`src/rtl/ysyx_23060240_pkg.sv`:
```
// Shared types and constants for the ysyx_23060240 core.
package ysyx_23060240_pkg;

    typedef enum logic [2:0] {
        StIdle,
        StAr,
        StR,
        StOut,
        StWnpc
    } fetch_state_e;

    localparam logic [1:0]  RESP_OKAY        = 2'b00;
    localparam logic [31:0] DEFAULT_RESET_PC = 32'h8000_0000;

endpackage

```
`src/rtl/ysyx_23060240_fetch.sv`:
```
// Instruction fetch unit: one blocking AR/R bus transaction per instruction, then hand-off to decode.
// Define IFU_FAULT_CHECK_EN to add the inst_fault output (bus error / misaligned pc detection).
module ysyx_23060240_fetch
    import ysyx_23060240_pkg::*;
#(
    parameter logic [31:0] RESET_PC = DEFAULT_RESET_PC
) (
    input  logic        clk,
    input  logic        rst,
    output logic [31:0] araddr,
    output logic        arvalid,
    input  logic        arready,
    input  logic [31:0] rdata,
    input  logic [1:0]  rresp,
    input  logic        rvalid,
    output logic        rready,
    output logic [31:0] inst,
    output logic [31:0] pc,
    output logic        inst_valid,
    input  logic        inst_ready,
    input  logic        npc_valid,
    input  logic [31:0] npc
`ifdef IFU_FAULT_CHECK_EN
    ,
    output logic        inst_fault
`endif
);

    fetch_state_e state_q, state_d;
    logic [31:0]  pc_q, pc_d;
    logic [31:0]  inst_q, inst_d;

`ifdef IFU_FAULT_CHECK_EN
    logic err_q, err_d;
`else
    logic unused_rresp;
    assign unused_rresp = ^rresp;
`endif

    always_ff @(posedge clk) begin
        if (rst) begin
            state_q <= StIdle;
            pc_q    <= RESET_PC;
            inst_q  <= '0;
`ifdef IFU_FAULT_CHECK_EN
            err_q   <= 1'b0;
`endif
        end else begin
            state_q <= state_d;
            pc_q    <= pc_d;
            inst_q  <= inst_d;
`ifdef IFU_FAULT_CHECK_EN
            err_q   <= err_d;
`endif
        end
    end

    always_comb begin
        state_d = state_q;
        pc_d    = pc_q;
        inst_d  = inst_q;
`ifdef IFU_FAULT_CHECK_EN
        err_d   = err_q;
`endif
        unique case (state_q)
            StIdle: begin
                state_d = StAr;
`ifdef IFU_FAULT_CHECK_EN
                if (pc_q[1:0] != 2'b00) begin
                    state_d = StOut;
                    inst_d  = '0;
                    err_d   = 1'b0;
                end
`endif
            end
            StAr: begin
                if (arready) state_d = StR;
            end
            StR: begin
                if (rvalid) begin
                    inst_d  = rdata;
                    state_d = StOut;
`ifdef IFU_FAULT_CHECK_EN
                    err_d   = (rresp != RESP_OKAY);
`endif
                end
            end
            StOut: begin
                if (inst_ready) state_d = StWnpc;
            end
            StWnpc: begin
                if (npc_valid) begin
                    pc_d    = npc;
                    state_d = StAr;
`ifdef IFU_FAULT_CHECK_EN
                    // Misaligned target never reaches the bus; deliver a faulting bubble.
                    if (npc[1:0] != 2'b00) begin
                        state_d = StOut;
                        inst_d  = '0;
                        err_d   = 1'b0;
                    end
`endif
                end
            end
            default: state_d = StIdle;
        endcase
    end

    always_comb begin
        arvalid    = (state_q == StAr);
        araddr     = pc_q;
        rready     = (state_q == StR);
        inst_valid = (state_q == StOut);
        inst       = inst_q;
        pc         = pc_q;
`ifdef IFU_FAULT_CHECK_EN
        inst_fault = (state_q == StOut) && (err_q || (pc_q[1:0] != 2'b00));
`endif
    end

endmodule

```
`config.mk`:
```
export PLATFORM = sky130hd
export DESIGN_NAME = ysyx_23060240_fetch
export DESIGN_NICKNAME = d
export VERILOG_FILES = /design/src/rtl/ysyx_23060240_pkg.sv /design/src/rtl/ysyx_23060240_fetch.sv
export SDC_FILE = /design/constraint.sdc
export NUM_CORES = 1
export LEC_CHECK = 0
export CORE_UTILIZATION = 37
export CTS_CLUSTER_DIAMETER = 60
export DETAILED_ROUTE_END_ITERATION = 10
export PLACE_DENSITY = 0.82
export SKIP_LAST_GASP = 1
export SLEW_MARGIN = 20
export SYNTH_ARGS = -nofsm -noshare
export SYNTH_HDL_FRONTEND = slang
export SYNTH_SLANG_ARGS = --single-unit
```
`constraint.sdc`:
```
create_clock -name clk -period 1.9 [get_ports clk]
set_clock_uncertainty 0.15 [all_clocks]
set_input_delay 0.475 -clock clk [delete_from_list [all_inputs] [get_ports clk]]
set_output_delay 0.475 -clock clk [all_outputs]
set_load 0.005 [all_outputs]
```
==> qor.yml <==
floorplan:
  start_util_pct: 39.1
  fp.dieH_um: 87.6
  coreArea_sq_um: 6940
  rows: 30
  io_pins: 171
  dieWidth_um: 87.6
  dieArea_sq_um: 7680
placement:
  port_buffers: 168
  dp.cells: 551
  hpwlAfterDp_mm: 5.22
  place_congestion: 0.740
cts:
  cts_tree: "built"
  clkTransAtPathRegs_ps: 70
  root_buffer: "clkbuf_8"
  cts.sinks: 67
  cts_buffer_depth: 2
  htree_levels: 3
  clk_latency_ps: 330
  ctsHoldBuffers: 0
  cts_buffers: 9
  post_cts_buffers: 0
worst_setup_path:
  path_class: "reg -> out"
  path_max_fanout: 3
  r2r_cells: 5
  worst_path_max_delay_cell: "clkdlybuf4s50_1"
  r2r-start: "state_q[0]"
  crit_chain: "clkdlybuf4s50_1"
  startpoint_type: "register"
  crit_path_end: "araddr[31]"
  crit_buf_inv: 1
  worstPathArrival_ps: 1230
  critical_path_depth: 1
  critical_path.max_stage_delay_ps: 530
  endpoint_kind: "primary output"
  cp_top_family: "buffers and inverters"
  r2r_setup_slack_ps: 390
  crit_start: "araddr[31]"
  rr_endpoint: "araddr[9]"
  cp.required_ps: 1270
layout:
  fin_util_pct: 65.4
  final_cell_mix: "clkdlybuf4s50_1 (163), nand2_1 (130), a21oi_1 (63)"
  finalNonFillerCells: 567
  drive_gt1_share_pct: 8.07
  final_common_cell: "clkdlybuf4s50_1"
  fin_nets: 538
  nFillCells: 590
  diodes: 0
  synthToLayoutAreaGrowth_pct: 67.3
synth:
  synthMuxAreaShare_pct: 0.554
  synth.area.top_cells: "dfxtp_1 (49%), nand2_1 (18%), a21oi_1 (12%)"
  synth-seq-cells: 67
  synth.largest_area_cell: "dfxtp_1"
  synth_area_per_cell_sq_um: 8.10
  synth_fp_nets: 407
  synth_cell_type_count: 19
  synthSimpleGateAreaFrac_pct: 22.0
  ys_warn_count: 0
  synth_compound_area_share_pct: 12.9
  synth_top_family_by_area: "simple AND/OR/NAND/NOR gates"
  syn_area_sq_um: 2710
  synth-seq-area-share_pct: 49.4
  synth_top_area_share_pct: 49.4
  synth_xor_xnor_area_share_pct: 0
  synthAdderAreaFrac_pct: 0
  netlist_instances: 335
drt:
  vias: 2598
  drt_pass1_iterations: 4
  drc: 0
  viasPerCell: 4.58
  drt_iter0_drc: 76
  ant_nets: 0
  wl_per_cell_um: 12.6
  wl_mm: 7.13
sta:
  final.period_utilization_pct: 97.5
  slew_headroom_pct: 77.6
  whs_ps: 304
  setup_viol: 0
  period_minus_slack_ps: 1850
  hold_violations: 0
  max_clock_freq_mhz: 540
  slew_violations: 0
  worstMarginPinSlew_ps: 335
  rsz0062_at_grt: "false"
  tns_ps: 0
grt:
  antenna_found_initial: 0
  first_global_vias: 2314
  grt_usage_pct: 18.6
  grt_max_degree: 34
  overflow: 0
  grt_first_pass_wirelength_mm: 11.1
outcome:
  status: "finished clean"
run:
  max_cap_violations: 0
power:
  p_leak_nw: 1.59
  design_power_total_mw: 3.32
  power_density_nw_per_um2: 731
  ir_drop_uv: 439
worst_hold_path:
  holdCritPathClass: "reg -> reg"
==> cell type report <==
type	instances	area (sq um)	share of cell area (%)
sequential	67	1350	29.7
clock inverter	6	136	3.00
multi-input combinational	210	981	21.6
clock buffer	10	138	3.03
timing repair buffer	178	1820	40.0
tap	96	120	2.65
==> Yosys cell counts <==
cell type / instances
a21oi_2: 3
or4b_1: 1
buf_1: 1
mux2_4: 1
nand3b_1: 1
buf_6: 8
and4bb_1: 1
a211o_1: 1
nand2_1: 130
buf_4: 33
nor3b_1: 3
nand4bb_1: 2
buf_2: 7
dfxtp_1: 67
nor3_1: 1
and3b_1: 2
a21oi_1: 63
nor4bb_1: 1
clkbuf_1: 9
==> cells by family (layout without fill, tap and decap cells) <==
group / Yosys count / in the layout
muxes: 1 / 1
DFF: 67 / 67
buffers and inverters: 58 / 194
AOI/OAI and AO/OA: 67 / 67
and+or+nand+nor: 142 / 142
==> registers in the layout (all words and copies together) (netlist names) <==
name and flops:
state_q 3, araddr 32, inst 32
==> per-stage QoR <==
stage	setup slack [ps]	cell area [sq um]
after global routing	3.26	4540
after global placement	-43.5	4250
after floorplan	503	2710
after detailed placement	-90.9	4250
final	47.5	4540
after CTS	-115	4530
==> metal layers <==
layer / up-vias / wire length (um) / GRT usage (%)
met5: - / 0 / 0
met2: 93 / 3760 / 33.9
met4: 0 / 145 / 8.49
met3: 13 / 426 / 3.86
li1: 1307 / - / -
met1: 1185 / 2800 / 20.7
==> tightest hold or removal path, stage by stage (launching register included) <==
cell     delay [ps]
dfxtp_1         310
nand2_1          50
a21oi_1          50
==> what timing repair did <==
item                                    4_1_cts  5_1_grt
resized for setup                             6        4
endpoints found under the setup margin        3        5
pin swaps                                     0        0
==> worst min path at each step <==
stage,start,endpoint,slack [ps],cells after the start
2_1_floorplan,inst[0],inst[0],300,2
3_3_place_gp,inst[19],inst[19],290,2
3_5_place_dp,inst[4],inst[4],300,2
4_1_cts,inst[4],inst[4],310,2
5_1_grt,inst[8],inst[8],320,2
6_report,inst[23],inst[23],300,2
==> where the power goes <==
| part | internal (mW) | total [mW] | switching, mW |
|---|---|---|---|
| logic | 0.205 | 0.305 | 0.0997 |
| clock network | 1.04 | 1.57 | 0.532 |
| registers | 1.43 | 1.44 | 0.0131 |
| total | 2.67 | 3.32 | 0.645 |
Note: power is estimated with default switching activity, not from simulation.
==> RTL edit 1 (same settings) <==
Make the reset (`rst`) asynchronous in one clocked block.
--- a/src/rtl/ysyx_23060240_fetch.sv
+++ b/src/rtl/ysyx_23060240_fetch.sv
@@ -38,5 +38,5 @@
 `endif
 
-    always_ff @(posedge clk) begin
+    always_ff @(posedge clk or posedge rst) begin
         if (rst) begin
             state_q <= StIdle;
Formal check against the unedited RTL: differs if rst is asserted again (counterexample within 4 cycles, from zero or initial values and one cycle with rst high); with rst held inactive, the same outputs for 10 cycles.
==> RTL edit 1 against the unedited design <==
Synthesized area increased by 9.2%; global-route usage decreased by 2.9 points; fmax decreased by 0.51%; sequential cell count unchanged; routed wire length decreased by 3.7%; design area increased by 10%; setup slack got worse by 0.0094 ns.
Power is not compared: it rests on default switching activity, and its combinational part moved more than twofold at a synthesized area within 25%.
==> RTL edit 1: results (changes against the unedited design) <==
Parameter                              Value

Placed design
  Cells after DPL    427 (was 551)
  Placer's final routability congestion estimate    0.7353 (was 0.7401)
  Pre-CTS worst setup slack    -0.2795 ns (was -0.09087 ns)
  Placement-stage cell area    0.004562 mm^2 (was 0.004252 mm^2)
  HPWL after DPL    4714 um (was 5221 um)

Layout
  Layout filler cell count    557 (was 590)
  Clock tree cell share of total cell area    3.657% (was 6.036%)
  Combined area of the multi-input logic cells    963.4 um^2 (was 980.9 um^2)
  Share of layout cells above drive strength 1    32.60% (was 8.068%)
  NumNets Final    429 (was 538)
  Clock buffer instance count of the final layout    14 (was 10)
  Final Instance Count excl. Fillers    464 (was 567)
  Count of inverters other than clock inverters in the layout    2 (was 0)
  Reg area    0.001680 mm^2 (was 0.001348 mm^2)
  Area growth syn-to-layout    68.65% (was 67.34%)

Timing
  Slew @ Worst Pin    0.3107 ns (was 0.3354 ns)
  Final Hold Slack    0.2611 ns (was 0.3040 ns)
  Tmin final    1.862 ns (was 1.853 ns)

Route
  DR iter-0 viols    35 (was 76)
  DR WL/cell    14.78 um (was 12.57 um)
  Total via count after detailed routing    2061 (was 2598)

Clock network
  Buffer count from post-CTS setup fixing    4 (was 0)
  Clock net sink count    67 (unchanged)
  Post-cts sizing count    10 (was 6)

Worst setup path
  R2R Setup Slk    0.04 ns (was 0.39 ns)
  Cell family with the largest share of critical-path delay    buffers and inverters (unchanged)

Synth
  Post-Syn Nets    261 (was 407)
  Ranking of synthesized cells by area    sky130_fd_sc_hd__dfrtp_1, sky130_fd_sc_hd__mux2_4, sky130_fd_sc_hd__mux2_2, sky130_fd_sc_hd__buf_4, sky130_fd_sc_hd__buf_6 (was sky130_fd_sc_hd__dfxtp_1, sky130_fd_sc_hd__nand2_1, sky130_fd_sc_hd__a21oi_1, sky130_fd_sc_hd__buf_4, sky130_fd_sc_hd__buf_6)
  Synthesized-area fraction occupied by ao, oa, aoi and oai cells    0.9717% (was 12.92%)
  Multiplexer fraction of the synthesized cell area    28.14% (was 0.5535%)
  Sequential fraction of the synthesis area    56.65% (was 49.45%)
  Post-synthesis area per instance    15.67 um^2 (was 8.097 um^2)
  Xor/xnor share of the synthesized area    0% (unchanged)

Global route
  First-pass GRT wire length    10120 um (was 11110 um)
  All-Layer GR Usage    15.66% (was 18.58%)

Worst hold path
  Class of the most critical hold timing path    in -> async (was reg -> reg)

Status
  Run status    finished, final reports clean (unchanged)
## RTL edit 1: path summary, 6_finish.rpt
check	startpoint	endpoint	cells past startpoint
max in group asynchronous	rst	araddr[31]$_DFFE_PP1P_	3
min in group clk	inst[26]$_DFFE_PP0P_	inst[26]$_DFFE_PP0P_	1
min	rst	state_q[2]$_DFFE_PP0P_	2
max	araddr[2]$_DFFE_PP0P_	araddr[2]	1
min reg2reg	inst[26]$_DFFE_PP0P_	inst[26]$_DFFE_PP0P_	1
max reg2reg	state_q[0]$_DFFE_PP0P_	inst[0]$_DFFE_PP0P_	6
## RTL edit 1: metal layers
layer	up-vias	global-route usage (%)	part of all wire, %
li1	951	-	-
met1	1004	18.76	41
met2	98	26.13	51
met3	8	4.774	7.1
met4	0	6.349	1.2
met5	-	0	0
==> RTL edit 2 (same settings) <==
Without the edit above. The option `IFU_FAULT_CHECK_EN` is turned on by a define.
--- a/src/rtl/ysyx_23060240_fetch.sv
+++ b/src/rtl/ysyx_23060240_fetch.sv
@@ -1,4 +1,6 @@
 // Instruction fetch unit: one blocking AR/R bus transaction per instruction, then hand-off to decode.
 // Define IFU_FAULT_CHECK_EN to add the inst_fault output (bus error / misaligned pc detection).
+`define IFU_FAULT_CHECK_EN
+
 module ysyx_23060240_fetch
     import ysyx_23060240_pkg::*;
Check against the original RTL (old outputs only; new: inst_fault): not equivalent (a bounded check fails within 10 cycles, from zero or initial values and one cycle with rst high).
==> RTL edit 2 against the unedited design <==
Synthesized area up 22%; routed wire length grew 17%; sequential cell count is 1 higher; design area rose by 14%; sequential share of layout area down 3.0 points; critical path depth is 3 higher; final cell count up 8.8%; synthesized cell count up 5.7%; setup slack worse by 0.020 ns; hold slack improved by 0.024 ns.
Power is not compared: it rests on default switching activity, and its combinational part moved more than twofold at a synthesized area within 25%.
==> RTL edit 2: results (changes against the unedited design) <==
Parameter                              Value

Status
  Run status    finished, final reports clean (unchanged)

Route
  Routed length on met1    3377 um (was 2797 um)
  WL met2    4231 um (was 3756 um)
  DR WL/cell    13.57 um (was 12.57 um)
  Via-to-Cell Ratio    4.661 (was 4.582)

Worst setup path
  Critical register-to-register path endpoint    araddr[10]$_SDFFE_PP0P_ (was araddr[9]$_SDFFE_PP0P_)
  Worst-path maximum fanout    6 (was 3)
  R2R Setup Slk    0.24 ns (was 0.39 ns)
  Crit path largest cell delay    0.37 ns (was 0.53 ns)
  Worst r2r src    state_q[2]$_SDFFE_PP0P_ (was state_q[0]$_SDFFE_PP0P_)
  Cell with the largest stage delay on the worst path    sky130_fd_sc_hd__dfxtp_4 (was sky130_fd_sc_hd__clkdlybuf4s50_1)
  R2R cell count    7 (was 5)

Layout
  Layout filler cell count    767 (was 590)
  Share of layout cells above drive strength 1    23.58% (was 8.068%)
  Clock tree cell share of total cell area    3.638% (was 6.036%)
  Non-clock buffer share    37.69% (was 40.02%)
  Count of inverters other than clock inverters in the layout    4 (was 0)
  Fraction of area in multi-input gates    29.03% (was 21.61%)

Synth
  #FFs+latches synth    68 (was 67)
  Count of cell types in the netlist    34 (was 19)
  Leading post-synthesis cells by instance count    sky130_fd_sc_hd__dfxtp_1, sky130_fd_sc_hd__nand2_1, sky130_fd_sc_hd__buf_4, sky130_fd_sc_hd__nand2b_1, sky130_fd_sc_hd__mux2i_1 (was sky130_fd_sc_hd__nand2_1, sky130_fd_sc_hd__dfxtp_1, sky130_fd_sc_hd__a21oi_1, sky130_fd_sc_hd__buf_4, sky130_fd_sc_hd__clkbuf_1)

Global route
  Met3 routing resource usage after global routing    5.164% (was 3.864%)
  Via count of the first global-routing pass    2731 (was 2314)

Placed design
  HPWL after DPL    6181 um (was 5221 um)
  Cells after DPL    598 (was 551)

Worst hold path
  Hold_sp    inst[31]$_SDFFE_PP0P_ (was inst[23]$_SDFFE_PP0P_)
==> RTL edit 2: cell count changes after synthesis, moves of 6 or more <==
cell and delta:
sky130_fd_sc_hd__nand2_1 -63, sky130_fd_sc_hd__a21oi_1 -60, sky130_fd_sc_hd__nand2b_1 +35, sky130_fd_sc_hd__mux2i_1 +33, sky130_fd_sc_hd__nand2_2 +29, sky130_fd_sc_hd__a21oi_2 +26, sky130_fd_sc_hd__nor2_1 +6
==> RTL edit 2: stage by stage <==
| step | utilization [%] | instance area [um^2] | setup slack [ns] |
|---|---|---|---|
| 4_1_cts | 59.14 | 5132 | -0.1405 |
| 6_report | 59.44 | 5159 | 0.02739 |
| 2_1_floorplan | - | 3299 | 0.4227 |
| 3_5_place_dp | 56.78 | 4927 | -0.1391 |
| 5_1_grt | 59.44 | 5159 | -0.04639 |
| 3_3_place_gp | 56.78 | 4927 | -0.08273 |
==> RTL edit 2: kinds of logic (layout without fill, tap and decap cells) <==
group	Yosys count	in the layout	share of synthesized area, %
and+or+nand+nor	148	148	23.40
DFF	68	68	41.26
muxes	33	33	10.01
buffers and inverters	60	215	13.65
AOI/OAI and AO/OA	45	45	11.68
==> RTL edit 2: timing repair <==
item	CTS	global route
hold buffers	0	0
endpoints found under the setup margin	8	20
buffers inserted	2	2
resized for setup	14	16
==> RTL edit 2: power groups by stage <==
stage / sequential (W) / combinational [W] / clock, W
2_1_floorplan: 0.00151 / 0.000355 / 0
3_3_place_gp: 0.00152 / 0.000653 / 0
3_5_place_dp: 0.00152 / 0.000666 / 0
4_1_cts: 0.00149 / 0.000671 / 0.00117
5_1_grt: 0.00150 / 0.000723 / 0.00123
6_report: 0.00149 / 0.000674 / 0.00113
